$ cat config.mk
export PLATFORM = sky130hd
export DESIGN_NAME = if_fetch_queue
export DESIGN_NICKNAME = d
export VERILOG_FILES = /design/src/rtl/if_fetch_queue.sv
export SDC_FILE = /design/constraint.sdc
export NUM_CORES = 1
export LEC_CHECK = 0
export ABC_AREA = 1
export CAP_MARGIN = 30
export CORE_MARGIN = 8
export CORE_UTILIZATION = 52
export CTS_CLUSTER_DIAMETER = 80
export DETAILED_ROUTE_END_ITERATION = 8
export PLACE_DENSITY = 0.82
export SLEW_MARGIN = 20
export SYNTH_ARGS = -nofsm -noshare
export SYNTH_HDL_FRONTEND = slang
export SYNTH_SLANG_ARGS = --single-unit
export TNS_END_PERCENT = 100
$ cat constraint.sdc
create_clock -name clk -period 11.45 [get_ports clk]
set_clock_uncertainty 0.05 [all_clocks]
set_input_delay 2.8625 -clock clk [delete_from_list [all_inputs] [get_ports clk]]
set_output_delay 2.8625 -clock clk [all_outputs]
set_load 0.02 [all_outputs]
$ cat src/rtl/if_fetch_queue.sv
//==============================================================================
// Module  : if_fetch_queue
// Brief   : Decoupled instruction fetch with a FQ_DEPTH-entry prefetch queue;
//           optional IFQ_PERF_EN adds delivered/discarded counters.
// Revision: 1.0
//==============================================================================
`default_nettype none
`timescale 1ns/1ps

module if_fetch_queue #(
    parameter int              XLEN     = 32,
    parameter logic [XLEN-1:0] RESET_PC = '0,
    parameter int              FQ_DEPTH = 4
) (
    input  logic            clk,
    input  logic            rst,
    output logic            imem_req_valid,
    input  logic            imem_req_ready,
    output logic [XLEN-1:0] imem_req_addr,
    input  logic            imem_resp_valid,
    input  logic [XLEN-1:0] imem_resp_data,
    input  logic            redirect_valid,
    input  logic [XLEN-1:0] redirect_pc,
    output logic            id_valid,
    input  logic            id_ready,
    output logic [XLEN-1:0] id_pc,
    output logic [XLEN-1:0] id_instr
`ifdef IFQ_PERF_EN
    ,
    output logic [31:0]     perf_delivered,
    output logic [31:0]     perf_discarded
`endif
);

    localparam int PW = $clog2(FQ_DEPTH);
    localparam int CW = $clog2(FQ_DEPTH + 1);
    localparam logic [CW:0]     C_DEPTH = (CW + 1)'(FQ_DEPTH);
    localparam logic [XLEN-1:0] C_STEP  = XLEN'(4);

    logic [XLEN-1:0] fetch_pc_q, fetch_pc_d;
    logic [XLEN-1:0] resp_pc_q, resp_pc_d;
    logic [CW-1:0]   count_q, count_d;
    logic [CW-1:0]   outstanding_q, outstanding_d;
    logic [CW-1:0]   discard_q, discard_d;
    logic [PW-1:0]   head_q, head_d;
    logic [PW-1:0]   tail_q, tail_d;
    logic [XLEN-1:0] pc_mem_q [FQ_DEPTH];
    logic [XLEN-1:0] pc_mem_d [FQ_DEPTH];
    logic [XLEN-1:0] instr_mem_q [FQ_DEPTH];
    logic [XLEN-1:0] instr_mem_d [FQ_DEPTH];

    logic [CW:0]     w_used;
    logic            w_fire;
    logic            w_push;
    logic            w_pop;
    logic            w_drop;
    logic [XLEN-1:0] w_target;

    // Credit covers both queued entries and requests still in flight.
    assign w_used         = {1'b0, count_q} + {1'b0, outstanding_q};
    assign imem_req_valid = !rst && (w_used < C_DEPTH) && !redirect_valid;
    assign imem_req_addr  = fetch_pc_q;
    assign w_fire         = imem_req_valid && imem_req_ready;
    assign w_drop         = imem_resp_valid && (redirect_valid || (discard_q != '0));
    assign w_push         = imem_resp_valid && !w_drop;
    assign w_pop          = id_valid && id_ready && !redirect_valid;
    assign w_target       = redirect_pc & ~XLEN'(3);

    assign id_valid = (count_q != '0);
    assign id_pc    = id_valid ? pc_mem_q[head_q]    : '0;
    assign id_instr = id_valid ? instr_mem_q[head_q] : '0;

    always_comb begin
        fetch_pc_d    = fetch_pc_q;
        resp_pc_d     = resp_pc_q;
        count_d       = count_q;
        outstanding_d = outstanding_q + CW'(w_fire) - CW'(imem_resp_valid);
        discard_d     = discard_q;
        head_d        = head_q;
        tail_d        = tail_q;
        pc_mem_d      = pc_mem_q;
        instr_mem_d   = instr_mem_q;
        if (redirect_valid) begin
            // Everything still in flight after this cycle is stale.
            fetch_pc_d = w_target;
            resp_pc_d  = w_target;
            count_d    = '0;
            head_d     = '0;
            tail_d     = '0;
            discard_d  = outstanding_q - CW'(imem_resp_valid);
        end else begin
            if (w_fire) begin
                fetch_pc_d = fetch_pc_q + C_STEP;
            end
            if (imem_resp_valid && (discard_q != '0)) begin
                discard_d = discard_q - CW'(1);
            end
            if (w_push) begin
                pc_mem_d[tail_q]    = resp_pc_q;
                instr_mem_d[tail_q] = imem_resp_data;
                tail_d              = tail_q + PW'(1);
                resp_pc_d           = resp_pc_q + C_STEP;
            end
            if (w_pop) begin
                head_d = head_q + PW'(1);
            end
            count_d = count_q + CW'(w_push) - CW'(w_pop);
        end
    end

    always_ff @(posedge clk or posedge rst) begin
        if (rst) begin
            fetch_pc_q    <= RESET_PC;
            resp_pc_q     <= RESET_PC;
            count_q       <= '0;
            outstanding_q <= '0;
            discard_q     <= '0;
            head_q        <= '0;
            tail_q        <= '0;
            pc_mem_q      <= '{default: '0};
            instr_mem_q   <= '{default: '0};
        end else begin
            fetch_pc_q    <= fetch_pc_d;
            resp_pc_q     <= resp_pc_d;
            count_q       <= count_d;
            outstanding_q <= outstanding_d;
            discard_q     <= discard_d;
            head_q        <= head_d;
            tail_q        <= tail_d;
            pc_mem_q      <= pc_mem_d;
            instr_mem_q   <= instr_mem_d;
        end
    end

`ifdef IFQ_PERF_EN
    logic [31:0] perf_delivered_q, perf_delivered_d;
    logic [31:0] perf_discarded_q, perf_discarded_d;

    always_comb begin
        perf_delivered_d = perf_delivered_q + 32'(id_valid && id_ready);
        perf_discarded_d = perf_discarded_q + 32'(w_drop);
    end

    always_ff @(posedge clk or posedge rst) begin
        if (rst) begin
            perf_delivered_q <= '0;
            perf_discarded_q <= '0;
        end else begin
            perf_delivered_q <= perf_delivered_d;
            perf_discarded_q <= perf_discarded_d;
        end
    end

    assign perf_delivered = perf_delivered_q;
    assign perf_discarded = perf_discarded_q;
`else
    // Counters are absent in this build.
`endif

endmodule

`default_nettype wire

==> results of run 1 <==
## cells in the mapped netlist, drive strengths merged
cell type,count
nand2,506
o21ai,412
nor2,330
dfrtp,321
inv,145
a21oi,77
buf,67
nand3,65
clkbuf,51
nor3,20
xor2,18
ha,16
o211ai,12
nand4,8
o21bai,5
xnor2,5
a31oi,3
o221ai,3
fa,2
and3,1
conb,1
o31ai,1
or2,1
## logic make-up after synthesis
group | count (synthesis)
flip-flops | 321
AND/OR/NAND/NOR | 931
XOR/XNOR | 23
other | 1
adder cells (fa/ha/maj) | 18
AO/OA/AOI/OAI | 513
buffers and inverters | 263
## sequential cells by signal, summed over array words and instances (netlist names)
register	count
head_q	2
count_q	3
instr_mem_q	128
outstanding_q	3
discard_q	3
imem_req_addr	30
pc_mem_q	120
resp_pc_q	30
tail_q	2
## layer usage
| metal | vias to the layer above | part of all wire, % | global-route usage [%] |
|---|---|---|---|
| met1 | 6824 | 43 | 31.5 |
| met3 | 76 | 8.2 | 4.32 |
| met5 | - | 0 | 0 |
| met4 | 0 | 2.3 | 6.96 |
| li1 | 6874 | - | - |
| met2 | 610 | 46 | 36.7 |
## final timing paths
kind | start | to | slack, ns
hold reg to reg | instr_mem_q[16] | instr_mem_q[16] | 0.43
max in group asynchronous | rst | instr_mem_q[113] | 6.98
min in group asynchronous | rst | outstanding_q[2] | 2.87
setup reg to reg | count_q[1] | count_q[2] | 8.22
hold / removal | instr_mem_q[16] | instr_mem_q[16] | 0.43
setup / recovery | redirect_valid | imem_req_valid | 3.95
## worst max-delay path, cell delays in order
cell             delay (ns)
clkdlybuf4s50_1        0.40
buf_4                  0.28
nor2_2                 0.15
nand2_1                0.06
nor2_2                 0.18
clkdlybuf4s50_1        0.65
## area by class of cell
cell class | count | area share (%)
repair buffers | 176 | 9.48
well taps | 396 | 2.61
flip-flops and latches | 321 | 42.4
clock inverters | 13 | 0.917
clock buffers | 48 | 5.52
inverters | 145 | 2.94
multi-input cells | 1489 | 36.1
## through the flow
| stage | utilization, % | hold slack, ns | power (mW) | setup WS [ns] |
|---|---|---|---|---|
| global route | 62.0 | 0.452 | 4.52 | 3.88 |
| detailed placement | 57.8 | 0.418 | 3.08 | 3.95 |
| floorplan | - | 0.398 | 2.53 | 4.26 |
| CTS | 61.8 | 0.432 | 4.27 | 3.94 |
| global placement | 57.7 | 0.411 | 3.03 | 3.95 |
| finish | 62.0 | 0.432 | 4.25 | 3.95 |
## power by group through the flow
stage / clock (mW) / sequential [mW] / combinational, mW
5_1_grt: 1.25 / 1.61 / 1.66
4_1_cts: 1.20 / 1.58 / 1.50
6_report: 1.18 / 1.58 / 1.49
2_1_floorplan: 0 / 1.55 / 0.975
3_3_place_gp: 0 / 1.58 / 1.45
3_5_place_dp: 0 / 1.59 / 1.49
==> metrics.yaml, run 1 <==
status:
  status: "completed"
clock_network:
  cts_made_buffers: 34
  cts_tree: "done"
  cts.reportedPaths.clkPinSlew_ns: 0.06
  cts_root_buffer: "clkbuf_16"
  post_cts_buffers: 0
  holdBufCountCts: 0
  clk_latency_ns: 0.51
  cts_resized: 0
  ctsLongestPathBuffers: 3
  clock_sinks: 321
  h-tree-depth: 2
finish:
  fillCellCount: 2557
  drive_gt1_share_pct: 5.20
  multi_input_area_um2: 6850
  n_antenna_cell: 0
  final_cells: 2588
  ff_latch_area_um2: 8040
  nets: 2255
  final_cell_mix: "nand2_1 (494), nor2_1 (320), dfrtp_1 (319), o21ai_0 (231), o21ai_1 (179)"
  final_area_um2: 19000
  area_delta_synth_final_pct: 17.3
  layout.cells.most_common: "nand2_1"
sta:
  finalCritPeriodShare_pct: 65.5
  period_needed_ns: 7.50
  fin_tns_setup_ns: 0
  rsz0062_at_grt: "no"
  worst_pin_slew_ns: 0.972
  hold_viol: 0
  max_freq_mhz: 133
  setup_violations: 0
  slew_violations: 0
  slew_headroom_pct: 35.2
synthesis:
  synth_fa_ha_area_share_pct: 1.49
  synthCells: 2070
  yosysWarnings: 0
  synth.distinct_cells: 39
  syn_area_um2: 16200
  synth_top_cell_area_share_pct: 49.7
  synth_seq_area_share_pct: 49.7
  synth.avg_cell_area_um2: 7.81
  ys_ff_latch: 321
  synth-compound-area-share_pct: 16.3
  synthSimpleGateAreaFrac_pct: 23.2
  synth.area.mux_share_pct: 0
  synth_top_family_by_area: "simple AND/OR/NAND/NOR gates"
  synth_area_leaders: "dfrtp_1 (50%), nand2_1 (11%), nor2_1 (7.4%)"
  synth-xor-area-share_pct: 1.25
  synth_top_cell_by_area: "dfrtp_1"
worst_hold_path:
  min_path_type: "reg2reg"
  whs_path_depth: 2
placement:
  place_area_um2: 17700
  dp.final_hpwl_um: 26500
  place_inst: 2525
  io_buffers: 161
  gp_congestion: 0.947
power_and_ir_drop:
  power.switching_mw: 1.56
  seqPwrFrac_pct: 37.2
  vdd_drop_max_mv: 0.161
  pwr_density_cell_nw_per_um2: 224
  p_leak_nw: 8.57
  clkPwrFrac_pct: 27.8
  internal_power_mw: 2.69
  comb_power_share_pct: 35.0
  swShare_pct: 36.7
flow_run:
  cap_violations: 0
critical_path:
  cp_max_fo: 43
  required_ns: 8.54
  end_kind: "output port"
  start_kind: "input port"
  r2r_cells: 13
  crit_type: "in2out"
  worstPathArrival_ns: 4.59
detailed_routing:
  first_pass_iters: 6
  drc: 0
  viasPerCell: 5.56
  vias: 14384
  wirelength_um: 42900
  wl_per_cell_um: 16.6
  drt_iter0_drc: 1415
  drtAntennaViolNets: 0
floorplan:
  die-area_um2: 37000
  placementRows: 64
  initial_core_util_pct: 52.8
  die_y_um: 192
  die_w_um: 192
  pin_count: 168
  core_area_um2: 30600
global_routing:
  grt_pass1_wl_um: 70400
  grt_max_degree: 202
  grt.overflow.total: 0
  grt_pass1_vias: 14073
  grt_usage_pct: 23.0
  antenna_found_initial: 0
(Power assumes the default switching activity.)
==> run 2, diff against run 1 <==
==> constraint.sdc (replaced) <==
create_clock -name clk -period 6.6 [get_ports clk]
set_clock_uncertainty 0.05 [all_clocks]
set_input_delay 1.65 -clock clk [delete_from_list [all_inputs] [get_ports clk]]
set_output_delay 1.65 -clock clk [all_outputs]
set_load 0.02 [all_outputs]
==> run 2 against run 1 <==
Combinational power up 74%. Via count up 0.49%. Non-clock buffer count up 2. Final cell count unchanged. First-iteration DRC count up 3.7%.
==> metrics.yaml, run 2 (synthesis results as in run 1) <==
status:
  status: "completed"
finish:
  multi_input_area_um2: 6850  # unchanged
  final_area_um2: 18800  # -0.85%
  largest_register_ffs: 128  # unchanged
  area_delta_synth_final_pct: 16.3
  layout.cells.most_common: "nand2_1"
  regMostFlops: "instr_mem_q"
  final_cell_mix: "nand2_1 (494), nor2_1 (320), dfrtp_1 (319), o21ai_0 (231), o21ai_1 (179)"
  n_antenna_cell: 0  # unchanged
  nets: 2258  # +0.13%
  ff_latch_area_um2: 8040  # unchanged
  largestRegisters: "instr_mem_q (128), pc_mem_q (120)"
  drive_gt1_share_pct: 4.74  # -0.46 points
  fillCellCount: 2594  # +1.4%
sta:
  setup_violations: 0  # unchanged
  finalCritPeriodShare_pct: 79.4
  slew_headroom_pct: 34.7  # -0.51 points
  worst_pin_slew_ns: 0.980  # +0.00761 ns
  slew_violations: 0  # unchanged
  rsz0062_at_grt: "no"
  hold_viol: 0  # unchanged
  fin_tns_setup_ns: 0  # unchanged
  period_needed_ns: 5.24
  max_freq_mhz: 191
floorplan:
  die-area_um2: 37000  # unchanged
  initial_core_util_pct: 52.8  # unchanged
  placementRows: 64  # unchanged
  core_area_um2: 30600  # unchanged
  pin_count: 168  # unchanged
  die_w_um: 192  # unchanged
  die_y_um: 192  # unchanged
detailed_routing:
  viasPerCell: 5.59  # +0.49%
  wl_per_cell_um: 16.5  # -0.53%
  first_pass_iters: 5  # -1
  wirelength_um: 42600  # -0.53%
  drt_iter0_drc: 1468  # +3.7%
  drtAntennaViolNets: 0  # unchanged
  vias: 14454  # +0.49%
  drc: 0  # unchanged
clock_network:
  cts_resized: 0  # unchanged
  holdBufCountCts: 0  # unchanged
  cts_root_buffer: "clkbuf_16"
  cts_tree: "done"
  h-tree-depth: 2  # unchanged
  cts.reportedPaths.clkPinSlew_ns: 0.06  # about the same
  clock_sinks: 321  # unchanged
  post_cts_buffers: 0  # unchanged
  clk_latency_ns: 0.52  # about the same
  ctsLongestPathBuffers: 3  # unchanged
  cts_made_buffers: 35  # +2.9%
critical_path:
  cp_max_fo: 55  # +28%
  path_cells: "inv_2 > buf_4 > o21ai_0 > a21oi_1 > clkdlybuf4s50_1"
  slowest_stage: "inv_2"
  start_kind: "register"
  crit_type: "reg2out"
  slowest_delay_ns: 0.73  # +0.08 ns
  worstPathArrival_ns: 3.54  # -1.05 ns
  r2r_cells: 12  # -1
  end_kind: "output port"
  required_ns: 4.90  # -3.64 ns
placement:
  place_area_um2: 17700  # +0.20%
  dp.final_hpwl_um: 27100  # +2.1%
  gp_congestion: 0.941  # -0.60%
  io_buffers: 161  # unchanged
global_routing:
  grt_usage_pct: 23.2  # +0.17 points
  antenna_found_initial: 0  # unchanged
  grt_pass1_wl_um: 70600  # +0.33%
  grt_pass1_vias: 13956  # -0.83%
  grt.overflow.total: 0  # unchanged
  grt_max_degree: 173  # -14%
power_and_ir_drop:
  vdd_drop_max_mv: 0.193  # +20%
  pwr_density_cell_nw_per_um2: 384  # +71%
  p_leak_nw: 8.49  # -0.97%
  finalPower_mw: 7.21  # +70%
flow_run:
  cap_violations: 0  # unchanged
worst_hold_path:
  min_path_type: "reg2reg"
  whs_path_depth: 2  # unchanged
run 2: cell count changes in the layout (fill, tap and decap cells not counted), sizes merged:
cell / change
buf: +2
bufinv: -2
clkbuf: +4
clkinv: -5
clkinvlp: -2
inv: +3
run 2: final timing paths:
path / startpoint / slack (ns) / end
max: head_q[0] / 1.36 / id_pc[16]
min: pc_mem_q[31] / 0.43 / pc_mem_q[31]
max reg2reg: count_q[1] / 3.42 / count_q[2]
min reg2reg: pc_mem_q[31] / 0.43 / pc_mem_q[31]
max in group asynchronous: rst / 3.46 / instr_mem_q[125]
min in group asynchronous: rst / 1.63 / imem_req_addr[3]
run 2: area by class of cell:
type | count | area share (%)
clock buffers | 52 | 5.21
clock inverters | 7 | 0.533
inverters | 145 | 2.97
multi-input cells | 1489 | 36.4
flip-flops and latches | 321 | 42.8
well taps | 396 | 2.64
repair buffers | 178 | 9.45
run 2: worst max-delay path: cells and delay by family (launching register included):
kind            cells  cell delay (ns)
compound gates      2             0.43
buf+inv             3             1.87
flops               1             0.70
run 2: per-layer routing:
metal | vias to the layer above | global-route usage (%) | share of wire, %
li1 | 6875 | - | -
met1 | 6857 | 31.7 | 44
met2 | 640 | 36.7 | 45
met3 | 82 | 4.39 | 8.1
met4 | 0 | 7.61 | 2.5
met5 | - | 0 | 0
run 2: metrics by stage:
stage	instances	util [%]	setup slack [ns]	hold slack, ns
2_1_floorplan	2073	-	0.619	0.398
3_3_place_gp	2529	57.9	1.54	0.411
3_5_place_dp	2529	57.9	1.55	0.414
4_1_cts	2588	61.4	1.39	0.429
5_1_grt	2588	61.4	1.25	0.450
6_report	2588	61.4	1.36	0.429
run 2: power breakdown:
group | switching [mW] | total [mW] | internal (mW)
sequential | 0.327 | 2.74 | 2.41
clock | 0.772 | 1.88 | 1.11
combinational | 1.59 | 2.59 | 1.00
total | 2.69 | 7.21 | 4.52
